$ cat src/rtl/pipe_pkg.sv
// Shared widths and payload layout for the parametrised inter-stage pipeline registers.
package pipe_pkg;

  localparam int unsigned CTRL_W_DEF = 25;
  localparam int unsigned DATA_W_DEF = 32;
  localparam int unsigned DEST_W_DEF = 5;

  // Payload layout at default widths; the top packs ports in this same order.
  typedef struct packed {
    logic [CTRL_W_DEF-1:0] ctrl;
    logic [DATA_W_DEF-1:0] data;
    logic [DEST_W_DEF-1:0] dest;
  } payload_t;

  localparam payload_t PAYLOAD_ZERO = '0;

endpackage

$ cat src/rtl/pipe_skid_slot.sv
// One pipeline slot: a main register plus a one-entry skid buffer, so that the
// upstream ready is a registered bit with no combinational path from out_ready.
module pipe_skid_slot #(
  parameter int unsigned W           = 62,
  parameter bit          BUBBLE_ZERO = 1'b1
) (
  input  logic         clk,
  input  logic         reset,
  input  logic         flush,
  input  logic         in_valid,
  output logic         in_ready,
  input  logic [W-1:0] in_payload,
  output logic         out_valid,
  input  logic         out_ready,
  output logic [W-1:0] out_payload,
  output logic         skid_valid
);

  logic         main_valid;
  logic [W-1:0] main_q;
  logic [W-1:0] skid_q;
  logic         advance;

  // Main may load a new entry when it is empty or its beat leaves this edge.
  always_comb begin
    advance = out_ready || !main_valid;
  end

  // Slot state update: reset beats flush, flush beats the handshake.
  always_ff @(posedge clk) begin
    if (reset) begin
      main_valid <= 1'b0;
      skid_valid <= 1'b0;
      main_q     <= '0;
      skid_q     <= '0;
    end else if (flush) begin
      main_valid <= 1'b0;
      skid_valid <= 1'b0;
      if (BUBBLE_ZERO) begin
        main_q <= '0;
        skid_q <= '0;
      end
    end else if (advance) begin
      if (skid_valid) begin
        // Skid entry is older than anything upstream, so it drains first;
        // in_ready is low this cycle, so no input beat is taken.
        main_valid <= 1'b1;
        main_q     <= skid_q;
        skid_valid <= 1'b0;
        if (BUBBLE_ZERO) begin
          skid_q <= '0;
        end
      end else begin
        main_valid <= in_valid;
        if (in_valid) begin
          main_q <= in_payload;
        end else if (BUBBLE_ZERO) begin
          main_q <= '0;
        end
      end
    end else if (in_valid && !skid_valid) begin
      skid_valid <= 1'b1;
      skid_q     <= in_payload;
    end
  end

  assign in_ready    = !skid_valid;
  assign out_valid   = main_valid;
  assign out_payload = main_q;

endmodule

$ cat src/rtl/pipe_stage_skid_reg.sv
// Parametrised inter-stage pipeline register: NUM_STAGES chained skid slots
// carrying control bundle, data word and destination index, with flush and
// bubble insertion handled locally instead of by clock gating.
module pipe_stage_skid_reg
  import pipe_pkg::*;
#(
  parameter int unsigned CTRL_W      = CTRL_W_DEF,
  parameter int unsigned DATA_W      = DATA_W_DEF,
  parameter int unsigned DEST_W      = DEST_W_DEF,
  parameter int unsigned NUM_STAGES  = 1,
  parameter bit          BUBBLE_ZERO = 1'b1
) (
  input  logic                                clk,
  input  logic                                reset,
  input  logic                                flush,
  input  logic                                in_valid,
  output logic                                in_ready,
  input  logic [CTRL_W-1:0]                   control_signals,
  input  logic [DATA_W-1:0]                   data_in,
  input  logic [DEST_W-1:0]                   destination,
  output logic                                out_valid,
  input  logic                                out_ready,
  output logic [CTRL_W-1:0]                   control_signals_out,
  output logic [DATA_W-1:0]                   data_out,
  output logic [DEST_W-1:0]                   destination_out,
  output logic [$clog2(2*NUM_STAGES+1)-1:0]   occupancy
);

  localparam int unsigned PW    = CTRL_W + DATA_W + DEST_W;
  localparam int unsigned OCC_W = $clog2(2*NUM_STAGES+1);

  // Index k is the in side of slot k; index NUM_STAGES is the block output.
  logic [NUM_STAGES:0]   vld;
  logic [NUM_STAGES:0]   rdy;
  logic [PW-1:0]         pay [NUM_STAGES+1];
  logic [NUM_STAGES-1:0] skid_v;
  logic [OCC_W-1:0]      occ;

  assign vld[0]          = in_valid;
  assign pay[0]          = {control_signals, data_in, destination};
  assign in_ready        = rdy[0];
  assign rdy[NUM_STAGES] = out_ready;
  assign out_valid       = vld[NUM_STAGES];
  assign {control_signals_out, data_out, destination_out} = pay[NUM_STAGES];

  for (genvar k = 0; k < NUM_STAGES; k++) begin : g_slot
    pipe_skid_slot #(
      .W           (PW),
      .BUBBLE_ZERO (BUBBLE_ZERO)
    ) u_slot (
      .clk         (clk),
      .reset       (reset),
      .flush       (flush),
      .in_valid    (vld[k]),
      .in_ready    (rdy[k]),
      .in_payload  (pay[k]),
      .out_valid   (vld[k+1]),
      .out_ready   (rdy[k+1]),
      .out_payload (pay[k+1]),
      .skid_valid  (skid_v[k])
    );
  end

  // Occupancy counts every valid main and skid entry; all inputs are flops.
  always_comb begin
    occ = '0;
    for (int unsigned i = 0; i < NUM_STAGES; i++) begin
      occ = occ + OCC_W'(vld[i+1]) + OCC_W'(skid_v[i]);
    end
  end

  assign occupancy = occ;

endmodule

$ cat config.mk
export PLATFORM = sky130hd
export DESIGN_NAME = pipe_stage_skid_reg
export DESIGN_NICKNAME = d
export VERILOG_FILES = /design/src/rtl/pipe_pkg.sv /design/src/rtl/pipe_skid_slot.sv /design/src/rtl/pipe_stage_skid_reg.sv
export SDC_FILE = /design/constraint.sdc
export NUM_CORES = 1
export LEC_CHECK = 0
export CORE_UTILIZATION = 42
export DETAILED_ROUTE_END_ITERATION = 12
export PLACE_DENSITY = 0.75
export SLEW_MARGIN = 20
export SYNTH_ARGS = -nofsm -noshare
export SYNTH_HDL_FRONTEND = slang
export SYNTH_SLANG_ARGS = --single-unit
$ cat constraint.sdc
create_clock -name clk -period 1.6 [get_ports clk]
set_input_delay 0.48 -clock clk [delete_from_list [all_inputs] [get_ports clk]]
set_output_delay 0.48 -clock clk [all_outputs]
set_load 0.01 [all_outputs]
**Word level (Yosys, flattened, before mapping)**

Cells that the tools add are included.

- Input port bits: 67
- Output and inout bits: 66
- Register bits after elaboration: 126

- Add/sub/neg operators: 1
- Reduce and logical (&&, ||, !) cells: 8
- Equality and inequality tests: 1
- Mux-type cells: 6

Operators by type and width:

| kind | count |
|---|---|
| $mux W62 | 5 |
| $reduce_or A3 Y1 | 1 |
| $add A1 B1 Y2 | 1 |
| $logic_not A1 Y1 | 2 |
| $ne A2 B1 Y1 const B | 1 |
| $reduce_and A2 Y1 | 1 |
| $reduce_bool A2 Y1 | 1 |
| $reduce_or A2 Y1 | 1 |
| $logic_and A1 B1 Y1 | 1 |
| $logic_or A1 B1 Y1 | 1 |
| $mux W1 | 1 |

**Depth between registers and ports, before layout**

Gate-level depths: netlist (run 1).

- Depth in word-level cells: 4
- Depth in mapped cells: 5
- Gate-level depth less buffers: 3

**Modules after synthesis**

A second synthesis (run 1) with hierarchy kept.

- Cell total of the unflattened synthesis: 440
- Area total of the unflattened synthesis: 4581.9 um2

By module, submodules not included:

| module | area an instance (um2) | sequential area each (um2) | cells each | instances |
|---|---|---|---|---|
| pipe_skid_slot | 4569.4 | 2522.4 | 439 | 1 |
| pipe_stage_skid_reg | 12.5 | 0.0 | 1 | 1 |

**Worst setup path before layout (run 1)**

Ideal clock, no wire load.

- Kind: register to output
- From: reg g_slot[0].u_slot.skid_valid
- To: out in_ready
- Arrival time: 1071 ps
- Cell stages (with the launch flop): 4
- Required time: 1120 ps
- Path slack: 49 ps
- Cell sequence: dfxtp_1 > clkbuf_1 > clkbuf_1 > inv_1

- Cells in the longest elaborated chain, start to end: 1

Ends and longest elaborated chain:

| element | RTL line | source |
|---|---|---|
| start, declared | pipe_skid_slot.sv:16 | `output logic skid_valid` |
| start signal, assigned | pipe_skid_slot.sv:33 | `skid_valid <= 1'b0;` |
| start signal, assigned | pipe_skid_slot.sv:38 | `skid_valid <= 1'b0;` |
| start signal, assigned | pipe_skid_slot.sv:49 | `skid_valid <= 1'b0;` |
| $logic_not A1 Y1 | pipe_skid_slot.sv:67 | `assign in_ready = !skid_valid;` |
| end, declared | pipe_stage_skid_reg.sv:17 | `output logic in_ready,` |

No other way between the ends.

**Worst setup path in the final report (run 1)**

- From: reg g_slot[0].u_slot.main_valid
- To: out occupancy[0]

- Cells in the longest elaborated chain, start to end: 1

Ends and longest elaborated chain:

| element | RTL line | source |
|---|---|---|
| start, declared | pipe_skid_slot.sv:19 | `logic main_valid;` |
| start signal, assigned | pipe_skid_slot.sv:54 | `main_valid <= in_valid;` |
| $add A1 B1 Y2 | pipe_stage_skid_reg.sv:68 | `occ = occ + OCC_W'(vld[i+1]) + OCC_W'(skid_v[i]);` |
| end, declared | pipe_stage_skid_reg.sv:26 | `output logic [$clog2(2*NUM_STAGES+1)-1:0] occupancy` |

No other way between the ends.

==> impl_metrics.yaml, run 1 <==
logic_synthesis:
  synth_top_flop_cell: "dfxtp_1"
  synth_top_family_by_area: "compound AO/OA/AOI/OAI gates"
  yosysMostFrequentCell: "dfxtp_1"
  ys_ff_latch: 126
  synth_mux_area_frac: 0
  yosysSeqAreaShare: 0.563
  ys.warnings.count: 0
  netlist_area_um2: 4480
  synthAdderAreaFrac: 0.00279
  yosys.area.top_type_share: 0.563
  syn-num-nets: 502
  synth_compound_area_frac: 0.317
  ys_types: 18
  netlist_instances: 434
  synth_xor_area_frac: 0
  synth_edf_count: 0
  syn_area_per_cell_um2: 10.3
  ys_top_cells_by_area: "dfxtp_1, a221oi_1, a22o_1"
  synth.largest_area_cell: "dfxtp_1"
  synthArstFlopShare: 0
  synth_common_cells: "dfxtp_1, nor2_1, a221oi_1, a22o_1, o21ai_0"
  yosys.area_share.simple: 0.0656
setup_path:
  cp.required_ns: 1.12
  cp_max_fo: 4
  arrival_ns: 1.22
  endpoint_kind: "primary output"
  start_kind: "flip-flop"
  crit_type: "reg2out"
sta:
  period_needed_ns: 1.70
  layout_worst_path_cycle_share: 1.06
  clock.fmax_mhz: 587
  setup_viol: 18
  setup_ws_ns: -0.103
  final-hold-violation-count: 0
  drv_slew: 0
  slew_headroom: 0.713
  worst_pin_slew_ns: 0.430
  rsz0062_at_grt: "true"
  clock-skew-final_ns: 0.00695
placement:
  place_congestion: 0.775
  dp.cells: 680
  io_buffer_count: 132
  dp_hpwl_um: 7900
route:
  wirelength_um: 13100
  post_drt_via_cell_ratio: 5.78
  drt-pass1-iter-count: 5
  ant_nets: 0
  drtIter0Drc: 201
  drc_errors: 0
  post_drt_wl_per_cell_um: 18.3
  vias: 4140
final_layout:
  area_growth_pct: 47.6
  fin_cells: 716
  layout-drive-gt1-share: 0.212
  utilization: 0.641
  diodes: 0
  finish.net_count: 636
cts:
  numCtsBuffers: 17
  cts_root_buffer: "clkbuf_8"
  cts.sinks: 126
  cts_tree: "yes"
  holdBufCountCts: 0
  clk_transition_reported_paths_ns: 0.06
  clk_path_buf_depth: 2
  htreeDepth: 4
  clk_latency_ns: 0.50
outcome:
  status: "finished, violations left"
  violations: "negative setup slack"
global_route:
  grt_max_degree: 65
  grt_pass1_vias: 4158
  grt-busiest-layer: "met2"
  antenna_found_initial: 0
  grt_use_met2: 0.388
  grt_pass1_wl_um: 21000
  overflow: 0
  grt_usage: 0.238
  grtUsageMet1: 0.313
  use_met3: 0.0439
pwr:
  power.density_nw_per_um2: 1150
  p_int_uw: 5820
  power.total_uw: 7590
  swShare: 0.233
  peakVddDrop_mv: 0.595
  leakage_uw: 0.00254
  pwr-share-seq: 0.426
  pwr-share-comb: 0.088
  p_clk_frac: 0.486
  switching_power_uw: 1770
floorplan:
  coreArea_um2: 10300
  dieArea_um2: 11100
  pin_count: 133
  placementRows: 37
  start_util: 0.434
  die_h_um: 105
  die_w_um: 105
flow_run:
  cap_violations: 0
hold_path:
  hp-class: "reg2reg"
## repair_timing
item	4_1_cts	5_1_grt
setup buffers	1	2
endpoints found under the setup margin	71	153
resized for setup	137	71
pin swaps	1	30
cloned	0	3
endpoints found under the hold margin	0	0
## registers in the layout, indices dropped and copies added, names as in the netlist
register / flops
g_slot.u_slot.skid_q: 62
g_slot.u_slot.out_payload: 62
g_slot.u_slot.skid_valid: 1
g_slot.u_slot.out_valid: 1
## worst paths after layout
check	from	endpoint	slack [ns]	cells past startpoint
min reg2reg	g_slot[0].u_slot.skid_q[15]$_SDFFE_PP0P_	g_slot[0].u_slot.skid_q[15]$_SDFFE_PP0P_	0.49	1
max	g_slot[0].u_slot.out_valid$_SDFFE_PP0P_	occupancy[0]	-0.10	2
max reg2reg	g_slot[0].u_slot.skid_valid$_SDFFE_PP0P_	g_slot[0].u_slot.skid_q[58]$_SDFFE_PP0P_	-0.03	7
min	g_slot[0].u_slot.skid_q[15]$_SDFFE_PP0P_	g_slot[0].u_slot.skid_q[15]$_SDFFE_PP0P_	0.49	1
## area by class of cell
cell class                      instances  area, um2
Clock buffer                           19        432
Clock inverter                         12        138
Fill cell                             824       3710
Inverter                                1       6.26
Multi-Input combinational cell        260       1770
Sequential cell                       126       2540
Tap cell                              136        170
Timing Repair Buffer                  162       1570
## per-stage QoR
stage | setup slack [ns] | instance area, um2 | hold WS [ns] | TNS (ns)
final | -0.103 | 6620 | 0.485 | -0.398
after floorplan | 0.0494 | 4480 | 0.449 | 0
after global routing | -0.137 | 6620 | 0.495 | -1.27
after global placement | -0.451 | 6080 | 0.461 | -52.21
after detailed placement | -0.501 | 6080 | 0.464 | -56.11
after CTS | -0.108 | 6680 | 0.482 | -0.139
## power groups by stage
stage,Sequential (uW),Combinational (uW),Clock (uW)
floorplan,3320,241,0
global placement,3300,661,0
detailed placement,3300,674,0
CTS,3230,654,3730
global route,3240,721,3920
finish,3240,667,3690
## critical path, cell delays in order, from the launching register on
cell and delay (ns):
dfxtp_4 0.37, ha_4 0.26, buf_6 0.09
## routing by layer
metal	part of all wire	vias up	routed length, um
met5	0	-	0
met4	0.018	0	233
met3	0.058	22	762
met2	0.49	193	6410
met1	0.43	1999	5700
li1	-	1926	-
## kinds of logic after synthesis
family | Yosys count
adder cells (fa/ha/maj) | 1
flip-flops | 126
buffers and inverters | 48
AO/OA/AOI/OAI | 188
AND/OR/NAND/NOR | 71
## cell usage in the layout, fill, tap and decap left out, types with 2 or more instances in the layout
cell,n
clkinv_2,2
clkinv_4,3
clkinvlp_4,2
clkdlybuf4s50_1,66
o21ai_0,61
dfxtp_1,118
a22o_1,62
buf_6,8
clkdlybuf4s15_1,20
dfxtp_4,2
nor2b_4,2
dfxtp_2,6
clkbuf_2,35
a221oi_1,62
clkdlybuf4s15_2,6
clkbuf_16,18
inv_6,3
clkbuf_8,2
bufinv_16,2
nor2_1,63
buf_12,11
buf_4,12
Note: power is estimated with default switching activity, not from simulation.
==> run 2, diff against run 1 <==
- PLACE_DENSITY: 0.75 -> 0.82
- SLEW_MARGIN: 20 -> default
==> run 2 against run 1 <==
The flow still finishes with violations (negative setup slack). Critical path depth increased by 5. Register-to-register slack worse by 0.05 ns. Sequential cell count unchanged. Sequential share of layout area is 1.2 points lower. First-iteration DRC count grew 8.5%. Highest routed layer unchanged.
==> impl_metrics.yaml, run 2 (synthesis gave the netlist of run 1 again) <==
sta:
  drv_slew: 0
  setup_tns_ns: -2.95
  worst_pin_slew_ns: 0.449
  rsz0062_at_grt: "true"
  clock-skew-final_ns: 0.00841
  slew_headroom: 0.701
  fin_hold_ws_ns: 0.484
  clock.fmax_mhz: 582
  period_needed_ns: 1.72
  layout_worst_path_cycle_share: 1.07
  final-hold-violation-count: 0
  setup_ws_ns: -0.118
  setup_viol: 35
final_layout:
  n_fill_cell: 796
  diodes: 0
  area_growth_pct: 52.4
  finish.net_count: 639
  multi_input_area_um2: 1770
  layout_common_cells: "dfxtp_1, clkdlybuf4s50_1, nor2_1"
  fin_cells: 719
  layout-drive-gt1-share: 0.172
  layout_commonest_cell: "dfxtp_1"
  utilization: 0.662
  register_area_um2: 2530
setup_path:
  start_kind: "primary input"
  cp.required_ns: 2.03
  critPathMaxStageDelay_ns: 0.49
  worstPathCellList: "clkdlybuf4s50_1, or2b_4, a211oi_4, buf_12, buf_12, clkbuf_16, a22o_1"
  arrival_ns: 2.15
  crit_top_cell: "buf_12"
  crit_path_top_delay_cell: "clkdlybuf4s50_1"
  crit_type: "in2reg"
  endpoint_kind: "flip-flop"
  cp_max_fo: 7
global_route:
  grt_pass1_vias: 4216
  overflow: 0
  grt_usage: 0.239
  antenna_found_initial: 0
  grt_pass1_wl_um: 21100
  grt_max_degree: 65
floorplan:
  dieArea_um2: 11100
  die_h_um: 105
  placementRows: 37
  start_util: 0.434
  die_w_um: 105
  coreArea_um2: 10300
  pin_count: 133
pwr:
  p_int_uw: 6010
  p_clk_frac: 0.489
  switching_power_uw: 1740
  peakVddDrop_mv: 0.606
  pwr-share-comb: 0.093
  power.density_nw_per_um2: 1130
  pwr-share-seq: 0.418
  leakage_uw: 0.00260
  swShare: 0.224
cts:
  clk_transition_reported_paths_ns: 0.06
  clk_latency_ns: 0.49
  htreeDepth: 4
  cts_tree: "yes"
  numCtsBuffers: 17
  clk_path_buf_depth: 2
  cts_root_buffer: "clkbuf_8"
  cts.sinks: 126
route:
  post_drt_via_cell_ratio: 5.84
  wirelength_um: 13300
  post_drt_wl_per_cell_um: 18.6
  vias: 4202
  drc_errors: 0
  drt-pass1-iter-count: 5
  drtIter0Drc: 218
  ant_nets: 0
flow_run:
  cap_violations: 0
outcome:
  violations: "negative setup slack"
  status: "finished, violations left"
placement:
  io_buffer_count: 132
  place_congestion: 0.790
  pre_cts_slack_ns: -0.554
  dp_hpwl_um: 7810
  dp.cells: 675
hold_path:
  hp-class: "reg2reg"
run 2: repair_timing:
action,in CTS,in global routing
hold buffers,0,0
setup endpoints to repair,107,138
pin swaps,33,12
setup buffers,6,2
cloned,4,2
gates resized for setup,122,62
run 2: power groups by stage:
stage | clock [uW] | sequential, uW | combinational (uW)
6_report | 3790 | 3240 | 723
5_1_grt | 4010 | 3240 | 768
2_1_floorplan | 0 | 3320 | 241
3_3_place_gp | 0 | 3300 | 637
3_5_place_dp | 0 | 3300 | 655
4_1_cts | 3850 | 3230 | 702
run 2: worst paths after layout:
kind / slack (ns) / from / endpoint / depth (start not counted)
worst min register to register: 0.48 / g_slot[0].u_slot.skid_q[25]$_SDFFE_PP0P_ / g_slot[0].u_slot.skid_q[25]$_SDFFE_PP0P_ / 1
worst min-delay path: 0.48 / g_slot[0].u_slot.skid_q[25]$_SDFFE_PP0P_ / g_slot[0].u_slot.skid_q[25]$_SDFFE_PP0P_ / 1
worst max-delay path: -0.12 / out_ready / g_slot[0].u_slot.skid_q[14]$_SDFFE_PP0P_ / 7
worst max register to register: -0.08 / g_slot[0].u_slot.out_valid$_SDFFE_PP0P_ / g_slot[0].u_slot.skid_q[14]$_SDFFE_PP0P_ / 7
run 2: routing by layer:
metal | up-vias | part of all wire | track usage
met2 | 165 | 0.50 | 0.415
li1 | 1931 | - | -
met4 | 0 | 0.018 | 0.101
met3 | 24 | 0.054 | 0.0421
met5 | - | 0 | 0
met1 | 2082 | 0.43 | 0.289
run 2: final cells by class:
cell class                      count  area share
Sequential cell                   126       0.371
Multi-Input combinational cell    260       0.259
Timing Repair Buffer              165       0.257
Clock buffer                       18      0.0626
Tap cell                          136      0.0249
Clock inverter                     13      0.0244
Inverter                            1    0.000549
run 2: stage by stage:
stage / power (uW) / area, um2
final: 7750 / 6830
after global placement: 3940 / 6010
after global routing: 8010 / 6830
after floorplan: 3560 / 4480
after detailed placement: 3960 / 6010
after CTS: 7790 / 6770
run 2: critical path: cells and delay by family:
family                 cells  cell delay [ns]
AND/OR/NAND/NOR            1             0.31
AO/OA/AOI/OAI              2             0.42
buffers and inverters      4             0.94
